==> config.mk <==
export PLATFORM = sky130hd
export DESIGN_NAME = spi_slave_ctrl
export DESIGN_NICKNAME = d
export VERILOG_FILES = /design/src/rtl/spi_slave_ctrl.sv
export SDC_FILE = /design/constraint.sdc
export NUM_CORES = 1
export LEC_CHECK = 0
export ABC_AREA = 1
export CAP_MARGIN = 0
export CELL_PAD_IN_SITES_DETAIL_PLACEMENT = 1
export CELL_PAD_IN_SITES_GLOBAL_PLACEMENT = 2
export CORE_MARGIN = 3
export CORE_UTILIZATION = 28
export CTS_CLUSTER_SIZE = 40
export DETAILED_ROUTE_END_ITERATION = 10
export GPL_TIMING_DRIVEN = 0
export PLACE_DENSITY = 0.79
export SETUP_SLACK_MARGIN = 0.15
export SYNTH_ARGS = -nofsm -noshare
export SYNTH_HDL_FRONTEND = slang
export SYNTH_SLANG_ARGS = --single-unit
==> constraint.sdc <==
create_clock -name clk -period 1.55 [get_ports clk]
set_clock_uncertainty 0.2 [all_clocks]
set_input_delay 0.31 -clock clk [delete_from_list [all_inputs] [get_ports clk]]
set_output_delay 0.31 -clock clk [all_outputs]
set_load 0.01 [all_outputs]
==> src/rtl/spi_slave_ctrl.sv <==
// spi_slave_ctrl: frame controller for an SPI slave.
// Sequences the external SIPO through one SS_n-framed transaction, decodes the
// command bit, flags a complete frame on rx_valid and serializes one byte of
// RAM read data onto MISO (MSB first) for a read-data frame.
module spi_slave_ctrl #(
    parameter int unsigned FRAME_W = 10,
    parameter int unsigned DATA_W  = 8
) (
    input  logic              clk,
    input  logic              rst_n,
    input  logic              SS_n,
    input  logic              MOSI,
    output logic              shift_en,
    output logic              rx_valid,
    input  logic              tx_valid,
    input  logic [DATA_W-1:0] tx_data,
    output logic              MISO
);

    localparam int unsigned BCW = $clog2(FRAME_W + 1);
    localparam int unsigned TCW = $clog2(DATA_W + 1);

    localparam logic [BCW-1:0] BC_LAST = BCW'(FRAME_W - 1);
    localparam logic [BCW-1:0] BC_FULL = BCW'(FRAME_W);
    localparam logic [TCW-1:0] TC_ONE  = TCW'(1);
    localparam logic [TCW-1:0] TC_FULL = TCW'(DATA_W);

    typedef enum logic [2:0] {
        IDLE,
        CHK_CMD,
        WRITE,
        READ_ADD,
        READ_DATA
    } state_t;

    state_t            state_q;
    state_t            state_d;
    logic [BCW-1:0]    bit_cnt;
    logic [TCW-1:0]    tx_cnt;
    logic [DATA_W-1:0] tx_sreg;
    logic              rd_addr_ok;
    logic              in_frame;
    logic              frame_done;
    logic              tx_load;

    // Frame-state qualifiers shared by the counter and transmit paths
    always_comb begin
        in_frame   = (state_q == WRITE) || (state_q == READ_ADD) || (state_q == READ_DATA);
        frame_done = in_frame && (bit_cnt == BC_LAST);
        tx_load    = (state_q == READ_DATA) && (bit_cnt == BC_FULL) &&
                     (tx_cnt == '0) && tx_valid && !SS_n;
    end

    // State register
    always_ff @(posedge clk or negedge rst_n) begin
        if (!rst_n) begin
            state_q <= IDLE;
        end else begin
            state_q <= state_d;
        end
    end

    // Next-state decode and SIPO shift enable
    always_comb begin
        state_d  = state_q;
        shift_en = 1'b0;
        case (state_q)
            IDLE: begin
                if (!SS_n) begin
                    state_d = CHK_CMD;
                end
            end
            CHK_CMD: begin
                shift_en = 1'b1;
                if (SS_n) begin
                    state_d = IDLE;
                end else if (!MOSI) begin
                    state_d = WRITE;
                end else if (rd_addr_ok) begin
                    state_d = READ_DATA;
                end else begin
                    state_d = READ_ADD;
                end
            end
            default: begin
                shift_en = (bit_cnt < BC_FULL);
                if (SS_n) begin
                    state_d = IDLE;
                end
            end
        endcase
    end

    // Bit counter, frame-complete pulse and read-address tracking
    always_ff @(posedge clk or negedge rst_n) begin
        if (!rst_n) begin
            bit_cnt    <= '0;
            rx_valid   <= 1'b0;
            rd_addr_ok <= 1'b0;
        end else begin
            // The last bit still completes the frame if SS_n rises on the same edge
            rx_valid <= frame_done;
            if (frame_done && (state_q == READ_ADD)) begin
                rd_addr_ok <= 1'b1;
            end else if (frame_done && (state_q == READ_DATA)) begin
                rd_addr_ok <= 1'b0;
            end
            if ((state_q != IDLE) && SS_n) begin
                bit_cnt <= '0;
            end else if (state_q == CHK_CMD) begin
                bit_cnt <= BCW'(1);
            end else if (shift_en) begin
                bit_cnt <= bit_cnt + 1'b1;
            end
        end
    end

    // One-byte MISO serializer for read-data frames
    always_ff @(posedge clk or negedge rst_n) begin
        if (!rst_n) begin
            tx_cnt  <= '0;
            tx_sreg <= '0;
            MISO    <= 1'b0;
        end else if ((state_q != READ_DATA) || SS_n) begin
            tx_cnt  <= '0;
            tx_sreg <= '0;
            MISO    <= 1'b0;
        end else if (tx_load) begin
            // MSB goes straight to MISO; the remaining bits queue in tx_sreg
            MISO    <= tx_data[DATA_W-1];
            tx_sreg <= {tx_data[DATA_W-2:0], 1'b0};
            tx_cnt  <= TC_ONE;
        end else if ((tx_cnt != '0) && (tx_cnt != TC_FULL)) begin
            MISO    <= tx_sreg[DATA_W-1];
            tx_sreg <= {tx_sreg[DATA_W-2:0], 1'b0};
            tx_cnt  <= tx_cnt + 1'b1;
        end else begin
            MISO <= 1'b0;
        end
    end

endmodule

# ---- Yosys cells after proc, flatten, opt, wreduce, memory -nomap -nowiden
# Cells that the tools add are included.
dict set report word_totals {
  regBits 22
  output_inout_bits 3
  elab_cells 62
  inputBits 13
}
dict set report op_classes {
  n_eq_ne 9
  muxes 21
  n_lt_le_gt_ge 1
  addsub 2
  n_reduce_logical 22
}
# op count
set op_table {}
lappend op_table {{2-to-1 mux 4 bit} 6}
lappend op_table {{2-to-1 mux 8 bit} 3}
lappend op_table {{2-to-1 mux 3 bit} 5}
lappend op_table {{nonzero test 3 bit} 4}
lappend op_table {{logical AND 1 bit} 9}
lappend op_table {{adder 4 x 1 -> 4 bit, second input constant} 2}
lappend op_table {{== test 4 bit, second input constant} 2}
lappend op_table {{== test 3 x 2 -> 1 bit, second input constant} 2}
lappend op_table {{case mux 3 bit (2 select lines)} 1}
lappend op_table {{2-to-1 mux 1 bit} 5}
lappend op_table {{logical NOT 4 bit} 1}
lappend op_table {{< comparator 4 bit, second input constant} 1}
lappend op_table {{inequality test 4 bit, second input constant} 1}
lappend op_table {{nonzero test 4 bit} 1}
lappend op_table {{== test 3 x 1 -> 1 bit, second input constant} 1}
lappend op_table {{== test 3 bit, second input constant} 1}
lappend op_table {{logical NOT 3 bit} 1}
lappend op_table {{logical OR 1 bit} 3}
lappend op_table {{inequality test 3 bit, second input constant} 1}
lappend op_table {{inequality test 2 bit, second input constant} 1}
lappend op_table {{case mux 1 bit (2 select lines)} 1}
lappend op_table {{AND reduction 2 bit} 1}
lappend op_table {{nonzero test 2 bit} 1}
lappend op_table {{logical NOT 1 bit} 1}

# ---- Logic depth before layout (Yosys ltp)
dict set report logic_depth {
  word_depth 7
  depth_mapped 10
  depth_no_buf 9
}

# ---- Least setup slack after synthesis
# No wires, ideal clock.
dict set report synth_timing {
  path_type {reg2reg}
  startpoint {register tx_cnt[0]}
  endpoint {register tx_cnt[0]}
  setup_time_ns 0.065
  path_slack_ns -0.066
  stages_incl_launch_ff 9
  t_arrival_ns 1.351
  required_ns 1.285
  path_buffers 0
  period_less_slack_ns 1.616
  cell_sequence {dfrtp_1 > inv_1 > ha_1 > inv_1 > nor2_1 > inv_1 > nor2_4 > nand2_1 > nand2_1}
}
dict set report synth_between {
  elab_chain_len 6
  word_cells_on_any_way 12
  cone_classes {add/sub: 1; eq/ne: 1; mux: 3; reduce/logical: 7}
}
# item line_no
set synth_lines {}
lappend synth_lines {{start: declaration} 39} ;# logic [TCW-1:0] tx_cnt;
lappend synth_lines {{start signal: assignment} 136} ;# tx_cnt <= tx_cnt + 1'b1;
lappend synth_lines {{parallel branches: the longest is 6 deep, another holds adder 4 x 1 -> 4 bit} --}
# Several ways; the timed one is not identified. The select of a mux whose other input is x is not followed.
# A chain may end at the register's enable or synchronous reset.

# ---- Final worst setup path
dict set report layout_timing {
  startpoint {register bit_cnt[1]}
  endpoint {output port shift_en}
}
dict set report layout_between {
  elab_chain_len 2
}
# item line_no
set layout_lines {}
lappend layout_lines {{start: declaration} 38} ;# logic [BCW-1:0] bit_cnt;
lappend layout_lines {{start signal: assignment} 113} ;# bit_cnt <= bit_cnt + 1'b1;
lappend layout_lines {{< comparator 4 bit} 86} ;# shift_en = (bit_cnt < BC_FULL);
lappend layout_lines {{case mux 1 bit (2 select lines)} 67} ;# case (state_q)
lappend layout_lines {{end: declaration} 13} ;# output logic shift_en,
# Every way passes these cells.

==> results.py <==
metrics = {
    "power_and_ir_drop": {
        "power_frac_comb": 0.241,
        "cellInternalPower_mw": 0.902,
        "powerDensity_nw_per_um2": 747,
        "ir_drop_mv": 0.364,
        "power_switching_mw": 0.364,
        "pwr-share-seq": 0.468,
        "switching_share": 0.288,
        "p_clk_frac": 0.291,
        "p_leak_nw": 0.795,
    },
    "sta": {
        "worst_pin_slew_ps": 941,
        "hold_viol": 0,
        "timing.final.crit_share": 1.09,
        "timing.final.ws_setup_ps": -141,
        "fmaxAchievable_ghz": 0.591,
        "slew_headroom": 0.373,
        "grt_setup_unrepaired": "yes",
        "period_minus_slack_ps": 1690,
        "setup_violations": 10,
        "slew_violations": 0,
    },
    "die": {
        "die_area_um2": 4930,
        "initial_utilization": 0.302,
        "io_pins": 16,
        "die_width_um": 70.2,
        "core_area_um2": 3830,
        "rows": 22,
        "die_h_um": 70.2,
    },
    "logic_synthesis": {
        "postSynthCellCount": 142,
        "synthMuxAreaShare": 0,
        "yosysSeqAreaShare": 0.456,
        "ys.flop_type": "dfrtp_1",
        "ys_seq_elements": 21,
        "synth-xor-area-share": 0.0228,
        "synth_top_area_share": 0.456,
        "yosysMostFrequentCell": "nand2_1",
        "synth_area_leaders": "dfrtp_1 46%, nand2_1 16%, ha_1 5.4%",
        "synth_edf_count": 0,
        "synth_compound_area_frac": 0.0727,
        "synth_commonest_cells": "50 x nand2_1, 21 x dfrtp_1, 14 x inv_1",
        "yosysUniqueCellTypes": 22,
        "synth-simple-area-share": 0.330,
        "syn_avg_cell_area_um2": 8.12,
        "netlist_area_um2": 1150,
        "synth.largest_area_cell": "dfrtp_1",
        "synth-adder-area-share": 0.0542,
        "syn_nets": 160,
        "synth_top_family_by_area": "simple AND/OR/NAND/NOR gates",
        "yosys_warnings": 0,
        "async_reset_ff_frac": 1.00,
    },
    "worst_setup_path": {
        "reg2reg_depth": 10,
        "critPathRequiredTime_ps": 1040,
        "end_kind": "output port",
        "critPathLaunchType": "register",
        "cp_max_fo": 4,
        "path_class": "register to output port",
        "arrival_ps": 1180,
    },
    "drt": {
        "drt_iter0_drc": 18,
        "routed_wl_mm": 3.20,
        "vias_per_cell": 4.59,
        "routedWlPerCell_um": 14.0,
        "drt_pass1_iterations": 4,
        "vias": 1046,
        "final_antenna_net_count": 0,
        "route.detailed.drc": 0,
    },
    "final_layout": {
        "diodes": 0,
        "nNetsFinal": 199,
        "area_growth_pct": 46.9,
        "drive_gt1_frac": 0.372,
        "finish.utilization": 0.443,
    },
    "place": {
        "gp_congestion": 0.820,
        "pre_cts_ws_ps": -638,
        "hpwl_mm": 1.95,
        "io_buffers": 15,
    },
    "global_routing": {
        "grt_pass1_wl_mm": 5.17,
        "grt_usage": 0.130,
        "first_global_vias": 1100,
        "grt_start_max_net_pins": 22,
        "antenna_found_initial": 0,
        "grt_overflow_total": 0,
    },
    "min_path": {
        "hp-class": "input pin to async pin",
    },
    "outcome": {
        "outcome": "finished, violations left",
        "violations": "negative setup slack",
    },
    "clock_network": {
        "clk_pin_slew_ps": 80,
        "cts.path.max_buffers": 2,
        "cts_root_buf": "clkbuf_8",
        "clkLatencyLatePin_ps": 260,
        "cts_sinks": 21,
        "cts_hold_buf": 0,
        "h-tree-depth": 1,
        "cts_tree": "yes",
        "numCtsBuffers": 3,
    },
    "job": {
        "cap_violations": 0,
    },
}
[worst paths after layout]
kind | startpoint | end | slack, ps
max reg2reg | tx_cnt[2] | tx_sreg[3] | -120
min in group clk | tx_sreg[6] | tx_sreg[6] | 280
max | bit_cnt[1] | shift_en | -140
max in group asynchronous | rst_n | bit_cnt[1] | 420
min | rst_n | bit_cnt[0] | 100
min reg2reg | tx_sreg[6] | tx_sreg[6] | 280
[cells in the final DEF (no fill, tap or decap)]
cell / n
nand2_1: 42
dfrtp_1: 19
buf_4: 13
nand2_2: 10
nand3_1: 10
clkdlybuf4s50_1: 10
inv_1: 8
inv_2: 8
buf_6: 8
nor2_1: 7
a21oi_1: 6
nor2_4: 5
o21ai_2: 3
ha_4: 3
clkbuf_8: 3
nand3_4: 2
nand3_2: 2
xor2_1: 2
ha_1: 2
dfrtp_2: 2
dlygate4sd2_1: 2
inv_4: 1
nor2_2: 1
nand2_4: 1
a21oi_4: 1
xnor2_1: 1
nor3_2: 1
o31ai_2: 1
a211oi_2: 1
nor3b_1: 1
a211oi_1: 1
clkbuf_1: 1
clkbuf_2: 1
clkdlybuf4s15_1: 1
[sequential cells by signal (all words and copies together) (netlist names)]
signal and flops:
tx_sreg 7, bit_cnt 4, tx_cnt 4, state_q 3, MISO 1, rd_addr_ok 1
rx_valid 1
[kinds of logic after synthesis]
group	count (synthesis)
xor+xnor	3
simple gates	82
fa+ha+maj	5
compound gates	13
buf+inv	18
flops	21
[layout make-up]
class | count | area, um^2
Multi-Input combinational cell | 103 | 674
Timing Repair Buffer | 34 | 309
Sequential cell | 21 | 528
Fill cell | 450 | 2130
Buffer | 1 | 11.3
Tap cell | 48 | 60.1
Clock buffer | 4 | 45.0
Inverter | 17 | 66.3
[repair_timing]
item | CTS | global route
gates resized for setup | 33 | 24
endpoints found under the setup margin | 39 | 19
buffers inserted | 16 | 3
pin swaps | 16 | 23
hold endpoints to repair | 0 | 0
[power by group through the flow]
stage	Combinational, mW	Sequential (mW)	Clock [mW]
floorplan	0.0921	0.597	0
global placement	0.165	0.600	0
detailed placement	0.172	0.603	0
CTS	0.227	0.590	0.382
global route	0.338	0.595	0.417
finish	0.305	0.593	0.368
[routing by layer]
metal / track usage / wire length, um / vias up / part of all wire
met3: 0.0173 / 47 / 4 / 0.015
met4: 0.0383 / 19 / 0 / 0.0059
met2: 0.218 / 1810 / 12 / 0.57
met1: 0.172 / 1320 / 510 / 0.41
met5: 0 / 0 / - / 0
li1: - / - / 520 / -
[stage by stage]
| stage | hold WS (ps) | instance area (um^2) | TNS (ps) | instances | power [mW] |
|---|---|---|---|---|---|
| 6_report | 100 | 1690 | -956 | 228 | 1.27 |
| 3_3_place_gp | 258 | 1370 | -10330 | 205 | 0.765 |
| 3_5_place_dp | 260 | 1370 | -10460 | 205 | 0.775 |
| 2_1_floorplan | -186 | 1160 | -377 | 142 | 0.689 |
| 5_1_grt | 175 | 1690 | -2060 | 228 | 1.35 |
| 4_1_cts | 140 | 1590 | -1060 | 225 | 1.20 |
[critical path, cell delays in order (launching register included)]
cell and delay [ps]:
dfrtp_2 450, o21ai_2 210, nand2_2 90, nand2_2 80, buf_6 100
Power figures use the tool's default switching activity.
